$ cat src/rtl/muldiv_unit.sv
// Iterative RISC-V M-extension multiply/divide unit, one bit per cycle.
// Ports: valid_i/ready_o request, valid_o/ready_i result, kill_i abort, busy_o stall.
module muldiv_unit #(
    parameter int XLEN = 32
) (
    input  logic            clk_i,
    input  logic            rst_ni,
    input  logic            valid_i,
    output logic            ready_o,
    input  logic [2:0]      funct3_i,
    input  logic [XLEN-1:0] op1_i,
    input  logic [XLEN-1:0] op2_i,
    input  logic            kill_i,
    output logic            valid_o,
    input  logic            ready_i,
    output logic [XLEN-1:0] res_o,
    output logic            busy_o
);

    localparam int CNT_W = $clog2(XLEN) + 1;

    typedef enum logic [1:0] {IDLE, CALC, DONE} state_e;

    state_e              state_q, state_d;
    logic [CNT_W-1:0]    cnt_q, cnt_d;
    logic [2:0]          op_q, op_d;
    logic [XLEN-1:0]     b_q, b_d;
    logic [2*XLEN-1:0]   acc_q, acc_d;
    logic                neg_q, neg_d;
    logic [XLEN-1:0]     res_q, res_d;
    logic                valid_q, valid_d;

    // operand decode at accept
    logic            is_div, s1_en, s2_en, neg1, neg2;
    logic [XLEN-1:0] mag1, mag2, fast_res;
    logic            div0, ovf;

    // iteration datapath
    logic [XLEN:0]     mul_sum, div_cand, div_diff;
    logic [2*XLEN-1:0] mul_next, div_next, step, prod;
    logic [XLEN-1:0]   dv, fin;

    assign ready_o = (state_q == IDLE) && !kill_i;
    assign valid_o = valid_q;
    assign res_o   = res_q;
    assign busy_o  = (state_q != IDLE);

    always_comb begin
        is_div = funct3_i[2];
        // signed operands: MULH both, MULHSU op1 only, DIV/REM both
        s1_en  = is_div ? !funct3_i[0]
                        : (funct3_i[1:0] == 2'd1) || (funct3_i[1:0] == 2'd2);
        s2_en  = is_div ? !funct3_i[0] : (funct3_i[1:0] == 2'd1);
        neg1   = s1_en && op1_i[XLEN-1];
        neg2   = s2_en && op2_i[XLEN-1];
        mag1   = neg1 ? -op1_i : op1_i;
        mag2   = neg2 ? -op2_i : op2_i;
        div0   = is_div && (op2_i == '0);
        ovf    = is_div && !funct3_i[0]
                 && (op1_i == {1'b1, {(XLEN-1){1'b0}}})
                 && (op2_i == '1);
        if (div0) begin
            fast_res = funct3_i[1] ? op1_i : '1;
        end else begin
            fast_res = funct3_i[1] ? '0 : op1_i;
        end
    end

    always_comb begin
        // multiply: conditional add into the high half, then shift right
        mul_sum  = {1'b0, acc_q[2*XLEN-1:XLEN]}
                 + (acc_q[0] ? {1'b0, b_q} : '0);
        mul_next = {mul_sum, acc_q[XLEN-1:1]};
        // restoring divide: {rem, quot} shifted left, trial subtract
        div_cand = acc_q[2*XLEN-1:XLEN-1];
        div_diff = div_cand - {1'b0, b_q};
        if (!div_diff[XLEN]) begin
            div_next = {div_diff[XLEN-1:0], acc_q[XLEN-2:0], 1'b1};
        end else begin
            div_next = {div_cand[XLEN-1:0], acc_q[XLEN-2:0], 1'b0};
        end
        step = op_q[2] ? div_next : mul_next;
        prod = neg_q ? -step : step;
        dv   = op_q[1] ? step[2*XLEN-1:XLEN] : step[XLEN-1:0];
        if (op_q[2]) begin
            fin = neg_q ? -dv : dv;
        end else if (op_q[1:0] == 2'd0) begin
            fin = prod[XLEN-1:0];
        end else begin
            fin = prod[2*XLEN-1:XLEN];
        end
    end

    always_comb begin
        state_d = state_q;
        cnt_d   = cnt_q;
        op_d    = op_q;
        b_d     = b_q;
        acc_d   = acc_q;
        neg_d   = neg_q;
        res_d   = res_q;
        valid_d = valid_q;
        if (kill_i) begin
            state_d = IDLE;
            valid_d = 1'b0;
        end else begin
            unique case (state_q)
                IDLE: begin
                    if (valid_i) begin
                        op_d = funct3_i;
                        if (div0 || ovf) begin
                            res_d   = fast_res;
                            valid_d = 1'b1;
                            state_d = DONE;
                        end else begin
                            cnt_d   = CNT_W'(XLEN);
                            state_d = CALC;
                            if (is_div) begin
                                acc_d = {{XLEN{1'b0}}, mag1};
                                b_d   = mag2;
                                neg_d = funct3_i[1] ? neg1 : (neg1 ^ neg2);
                            end else begin
                                acc_d = {{XLEN{1'b0}}, mag2};
                                b_d   = mag1;
                                neg_d = neg1 ^ neg2;
                            end
                        end
                    end
                end
                CALC: begin
                    acc_d = step;
                    cnt_d = cnt_q - 1'b1;
                    if (cnt_q == CNT_W'(1)) begin
                        res_d   = fin;
                        valid_d = 1'b1;
                        state_d = DONE;
                    end
                end
                DONE: begin
                    if (ready_i) begin
                        valid_d = 1'b0;
                        state_d = IDLE;
                    end
                end
                default: begin
                    valid_d = 1'b0;
                    state_d = IDLE;
                end
            endcase
        end
    end

    always_ff @(posedge clk_i or negedge rst_ni) begin
        if (!rst_ni) begin
            state_q <= IDLE;
            cnt_q   <= '0;
            op_q    <= '0;
            b_q     <= '0;
            acc_q   <= '0;
            neg_q   <= 1'b0;
            res_q   <= '0;
            valid_q <= 1'b0;
        end else begin
            state_q <= state_d;
            cnt_q   <= cnt_d;
            op_q    <= op_d;
            b_q     <= b_d;
            acc_q   <= acc_d;
            neg_q   <= neg_d;
            res_q   <= res_d;
            valid_q <= valid_d;
        end
    end

endmodule

$ cat config.mk
export PLATFORM = sky130hd
export DESIGN_NAME = muldiv_unit
export DESIGN_NICKNAME = d
export VERILOG_FILES = /design/src/rtl/muldiv_unit.sv
export SDC_FILE = /design/constraint.sdc
export NUM_CORES = 1
export LEC_CHECK = 0
export CAP_MARGIN = 20
export CORE_MARGIN = 2
export CORE_UTILIZATION = 45
export CTS_BUF_LIST = sky130_fd_sc_hd__clkbuf_2 sky130_fd_sc_hd__clkbuf_4 sky130_fd_sc_hd__clkbuf_8
export CTS_CLUSTER_DIAMETER = 100
export DETAILED_ROUTE_END_ITERATION = 10
export SYNTH_ARGS = -nofsm -noshare
export SYNTH_HDL_FRONTEND = slang
export SYNTH_SLANG_ARGS = --single-unit
$ cat constraint.sdc
create_clock -name clk_i -period 6.9 [get_ports clk_i]
set_input_delay 1.38 -clock clk_i [delete_from_list [all_inputs] [get_ports clk_i]]
set_output_delay 1.38 -clock clk_i [all_outputs]
set_load 0.1 [all_outputs]
; After elaboration in Yosys (flattened, before gate mapping)
; Cells that the tools add are included.
[word_totals]
ff_bits = 141
input_bits = 72
[op_classes]
muxes = 41
eq_ne = 15
add_sub_neg = 7
n_reduce_logical = 22
bitwise = 3
[op_table]
columns = operator, n
row1 = $mux 32, 15
row2 = $mux 64, 5
row3 = $pmux 64 s2, 1
row4 = $neg 32->32, 3
row5 = $eq 32x32->1 const B, 2
row6 = $neg 64->64, 1
row7 = $pmux 32 s2, 1
row8 = $add 32x32->33, 1
row9 = $sub 33x32->33, 1
row10 = $logic_not 32->1, 1
row11 = $mux 6, 2
row12 = $pmux 6 s2, 1
row13 = $reduce_and 4->1, 3
row14 = $mux 2, 5
row15 = $mux 1, 9
row16 = $ne 3x3->1 const B, 3
row17 = $logic_and 1x1->1, 7
row18 = $eq 6x1->1 const B, 1
row19 = $ne 2x2->1 const B, 3
row20 = $pmux 2 s3, 1
row21 = $reduce_and 3->1, 2
row22 = $sub 6x1->6 const B, 1
row23 = $reduce_and 5->1, 1
row24 = $eq 2x1->1 const B, 2
row25 = other kinds (10), 16

; Longest topological paths before layout
[logic_depth]
word_depth = 9
ltp_mapped = 27

; Least setup slack after synthesis
; OpenSTA, ideal clock, no wires.
[synth_path]
path_type = reg2reg
from = register acc_q[31]
to = register res_q[28], in the netlist res_o[28]
synth_period_minus_slack_ns = 5.566
stages_incl_launch_ff = 28
slack_ns = 1.334
setup_time_ns = 0.119
n_path_buf = 3
arrival_ns = 5.447
path_cell_list = dfrtp_1 inv_1 ha_1 inv_1 fa_1 a211oi_2 nor4_4 o211ai_2 a211oi_2 or3_1 buf_4 buf_6 buf_8 a31oi_2 ha_1 nor3b_1 o2111ai_1 or3_1 nor2_1 nand2_1 nor4_1 mux2_2 and3_1 nand3b_1 o21ai_0 or3b_1 a2bb2oi_1 a21bo_1
[synth_between]
elab_chain_len = 9
word_cells_on_any_way = 12
cone_classes = add/sub: 3 / mux: 9
[synth_lines]
columns = item, line
row1 = start: declaration, 28  ; logic [2*XLEN-1:0] acc_q, acc_d;
row2 = start signal: assignment, 159  ; acc_q <= '0;
row3 = start signal: assignment, 168  ; acc_q <= acc_d;
row4 = $sub 33x32->33, 76  ; div_diff = div_cand - {1'b0, b_q};
row5 = $mux 64, 77  ; if (!div_diff[XLEN]) begin
row6 = $mux 64 (*), 82  ; step = op_q[2] ? div_next : mul_next;
row7 = $neg 64->64 or $mux 32 (tied branches), "83, 84"
row8 = $mux 64 or $neg 32->32 (tied branches), "83, 86"
row9 = $mux 32 (on tied branches), "87, 86"
row10 = $mux 32 (*), 85  ; if (op_q[2]) begin
row11 = $mux 32 (*), 133  ; if (cnt_q == CNT_W'(1)) begin
row12 = $pmux 32 s2 (*), 107  ; unique case (state_q)
row13 = end signal: assignment, 170  ; res_q <= res_d;
row14 = end: declaration, 30  ; logic [XLEN-1:0] res_q, res_d;
; Every way passes the cells marked *; elsewhere a longest branch is shown, timed or not. The select of a mux whose other input is x is not followed.
; A chain may end at the register's enable or synchronous reset.

; Final worst setup path
; Ends and elaborated chain as after synthesis.

==> impl_metrics.toml <==
[outcome]
status = "completed"

[placed_design]
numPortBuffers = 106
post-dp-hpwl_um = 61200
dp_cells = 3047
gp_congestion = 0.981
place_area_mm2 = 0.0195

[finish]
n_antenna_cell = 0
ff_latch_area_mm2 = 0.00353
multi_input_area_mm2 = 0.0135
final_common_cell = "nand2_1"
nFillCells = 4088
nets = 2687
final_cell_area_mm2 = 0.0199
area_delta_synth_final_pct = 10.6
final_cell_mix = "279 x nand2_1, 256 x nor2_1, 255 x o21ai_0, 236 x a21oi_1, 138 x dfrtp_1"
drive_gt1_share_pct = 7.36
fin_cells = 3079

[yosys]
synth_top_family_by_area = "compound AO/OA/AOI/OAI gates"
synthArstFlopShare_pct = 100
synth_fa_ha_area_share_pct = 6.44
synth_cells = 2526
synth_edf_count = 0
synth_compound_gate_area_share_pct = 32.6
synth_top_area_share_pct = 19.6
syn_area_mm2 = 0.0180
synthMuxAreaShare_pct = 3.88
yosysTopAreaCell = "dfrtp_1"
avgSynthCellArea_um2 = 7.13
synthTopCellsByArea = "dfrtp_1 20%, o21ai_0 7.1%, a21oi_1 6.6%"
ys_ff_latch = 141
ys_seq_area_share_pct = 19.6
synth_nets = 2672
synth_flop_cell = "dfrtp_1"
synthSimpleGateAreaFrac_pct = 24.5
synth_xor_area_share_pct = 7.19
yosysWarnings = 0
synthDistinctLibCells = 103

[die]
row_count = 73
die_area_mm2 = 0.0417
pin_count = 107
die_x_um = 204
core_mm2 = 0.0396
initial_core_util_pct = 45.5
dieHeight_um = 204

[clock_network]
cts_resized = 0
hold_buffers = 0
cts-root-buf = "clkbuf_8"
cts_inserted_buffers = 17
cts_tree = "yes"
worst_skew_pair.late_latency_ps = 520
clock_sinks = 141
ctsLongestPathBuffers = 2
cts.htree.levels = 4
post-cts-setup-buffers = 0
path_clk_slew_ps = 100

[min_path]
worstHoldEndpoint = "res_o[7]$_DFFE_PN0P_"
hp-start = "res_o[7]$_DFFE_PN0P_"
min_path_cells = 2
hold_class = "register to register"

[timing]
setup_tns_ps = 0
rsz0062_at_grt = "false"
finalHoldViolCount = 0
period_needed_ps = 6460
clock_skew_ps = 15.1
slew-limit-headroom_pct = 20.6
drv_slew = 0
max_freq_mhz = 155
finalCritPeriodShare_pct = 93.6
setup_viol = 0
worst_slew_pin_slew_ps = 1190

[worst_setup_path]
worstSetupPathType = "register to register"
reg2reg_to = "res_o[28]$_DFFE_PN0P_"
rr_worst_depth = 24
path_max_fanout = 6
worstPathArrival_ps = 6870
worstPathRequired_ps = 7310
ff2ff_setup_slack_ps = 440
worstReg2RegStart = "acc_q[31]$_DFFE_PN0P_"
setup.worst_path.end_class = "register"
worst_setup_path_start_kind = "register"

[detailed_routing]
wl_um = 78600
first_pass_iters = 5
wire_per_inst_um = 25.5
ant_nets = 0
viasPerCell = 6.57
drc_errors = 0
drtIter0Drc = 2343
vias = 20200

[global_route]
grt-ovfl-total = 0
antenna_found_initial = 3
grt_pass1_vias = 18600
grt_max_degree = 91
grt_pass1_wl_um = 117000
track_usage_pct = 37.2

[pwr]
ir_worst_vdd_v = 0.000227
power.leakage_uw = 0.00796
power_density_mw_per_mm2 = 492

[flow_run]
drv_cap = 0
[routing by layer]
| metal | GRT usage (%) | up-vias | share of wire, % |
|---|---|---|---|
| li1 | - | 9367 | - |
| met1 | 53.8 | 9699 | 45 |
| met2 | 55.4 | 1070 | 42 |
| met3 | 6.94 | 99 | 10 |
| met4 | 12.0 | 0 | 2.9 |
| met5 | 0 | - | 0 |
[flip-flops by register name (all words and copies together), names as in the netlist]
signal and cells:
acc_q 64, b_q 32, res_o 32, cnt_q 6, op_q 3, state_q 2, neg_q 1, valid_o 1
[area by class of cell]
class / instances / area share [%]
inverters: 81 / 1.53
well taps: 525 / 3.30
multi-input cells: 2133 / 67.7
clock buffers: 20 / 1.32
repair buffers: 167 / 7.62
flip-flops and latches: 141 / 17.7
clock inverters: 12 / 0.816
[kinds of logic after synthesis]
family,after synthesis
multiplexers,65
adder cells (fa/ha/maj),96
XOR/XNOR,148
AO/OA/AOI/OAI,905
flip-flops,141
AND/OR/NAND/NOR,919
buffers and inverters,252
[worst max-delay path, stage by stage (launching register included)]
cell       delay [ps]
dfrtp_1           510
inv_1             150
ha_1              190
inv_1              60
fa_1              430
a211oi_2          330
nor4_4            120
o211ai_2          260
a211oi_2          160
or3_1             370
a31oi_2           420
ha_1              290
nor3b_1           270
o2111ai_1         220
or3_1             480
nor2_1            160
nand2_1           170
nor4_1            200
mux2_2            190
and3_1            220
nand3b_1          220
o21ai_0           190
or3b_1            370
a2bb2oi_1         150
a21bo_1           210
[synth_stat cells (10+ instances only)]
| cell | n |
|---|---|
| or3_1 | 30 |
| o211ai_1 | 25 |
| mux2_2 | 19 |
| nor4_1 | 27 |
| o21bai_1 | 10 |
| nand3_1 | 47 |
| a31oi_1 | 32 |
| a21boi_0 | 11 |
| and3_1 | 22 |
| nand2b_1 | 15 |
| a221oi_1 | 11 |
| nor2_1 | 260 |
| o21a_1 | 18 |
| mux2i_1 | 44 |
| a21oi_1 | 236 |
| a22o_1 | 12 |
| o31ai_1 | 41 |
| nand4_1 | 30 |
| o2111ai_1 | 10 |
| nor3_1 | 77 |
| clkbuf_1 | 120 |
| o21ai_0 | 255 |
| o221ai_1 | 10 |
| maj3_1 | 22 |
| xor2_1 | 65 |
| or2_2 | 13 |
| a21o_1 | 32 |
| nand3b_1 | 11 |
| buf_2 | 21 |
| nand2_1 | 279 |
| and2_1 | 51 |
| dfrtp_1 | 141 |
| inv_1 | 80 |
| buf_1 | 18 |
| ha_1 | 72 |
| xnor2_1 | 83 |
| a211oi_1 | 52 |
| nor2b_1 | 12 |
[worst max-delay path by stage]
stage / cells past startpoint / startpoint / endpoint
2_1_floorplan: 27 / acc_q[31]$_DFFE_PN0P_ / res_o[28]$_DFFE_PN0P_
3_3_place_gp: 24 / acc_q[31]$_DFFE_PN0P_ / res_o[28]$_DFFE_PN0P_
3_5_place_dp: 24 / acc_q[31]$_DFFE_PN0P_ / res_o[28]$_DFFE_PN0P_
4_1_cts: 24 / acc_q[31]$_DFFE_PN0P_ / res_o[28]$_DFFE_PN0P_
5_1_grt: 24 / acc_q[31]$_DFFE_PN0P_ / res_o[28]$_DFFE_PN0P_
6_report: 24 / acc_q[31]$_DFFE_PN0P_ / res_o[28]$_DFFE_PN0P_
[per-stage QoR]
step / setup WS (ps) / total power [uW] / utilization [%] / hold slack, ps
after floorplan: 1330 / 6560 / - / 464
after global placement: 839 / 8700 / 49.2 / 467
after detailed placement: 667 / 8730 / 49.2 / 490
after CTS: 596 / 9550 / 50.3 / 509
after global routing: 237 / 10300 / 50.3 / 543
final: 444 / 9800 / 50.3 / 505
[where the power goes]
part           leakage [uW]  internal, uW  switching (uW)
logic               0.00598          2380            5000
registers           0.00178          1130             515
clock network      0.000199           377             397
Note: power is estimated with default switching activity, not from simulation.
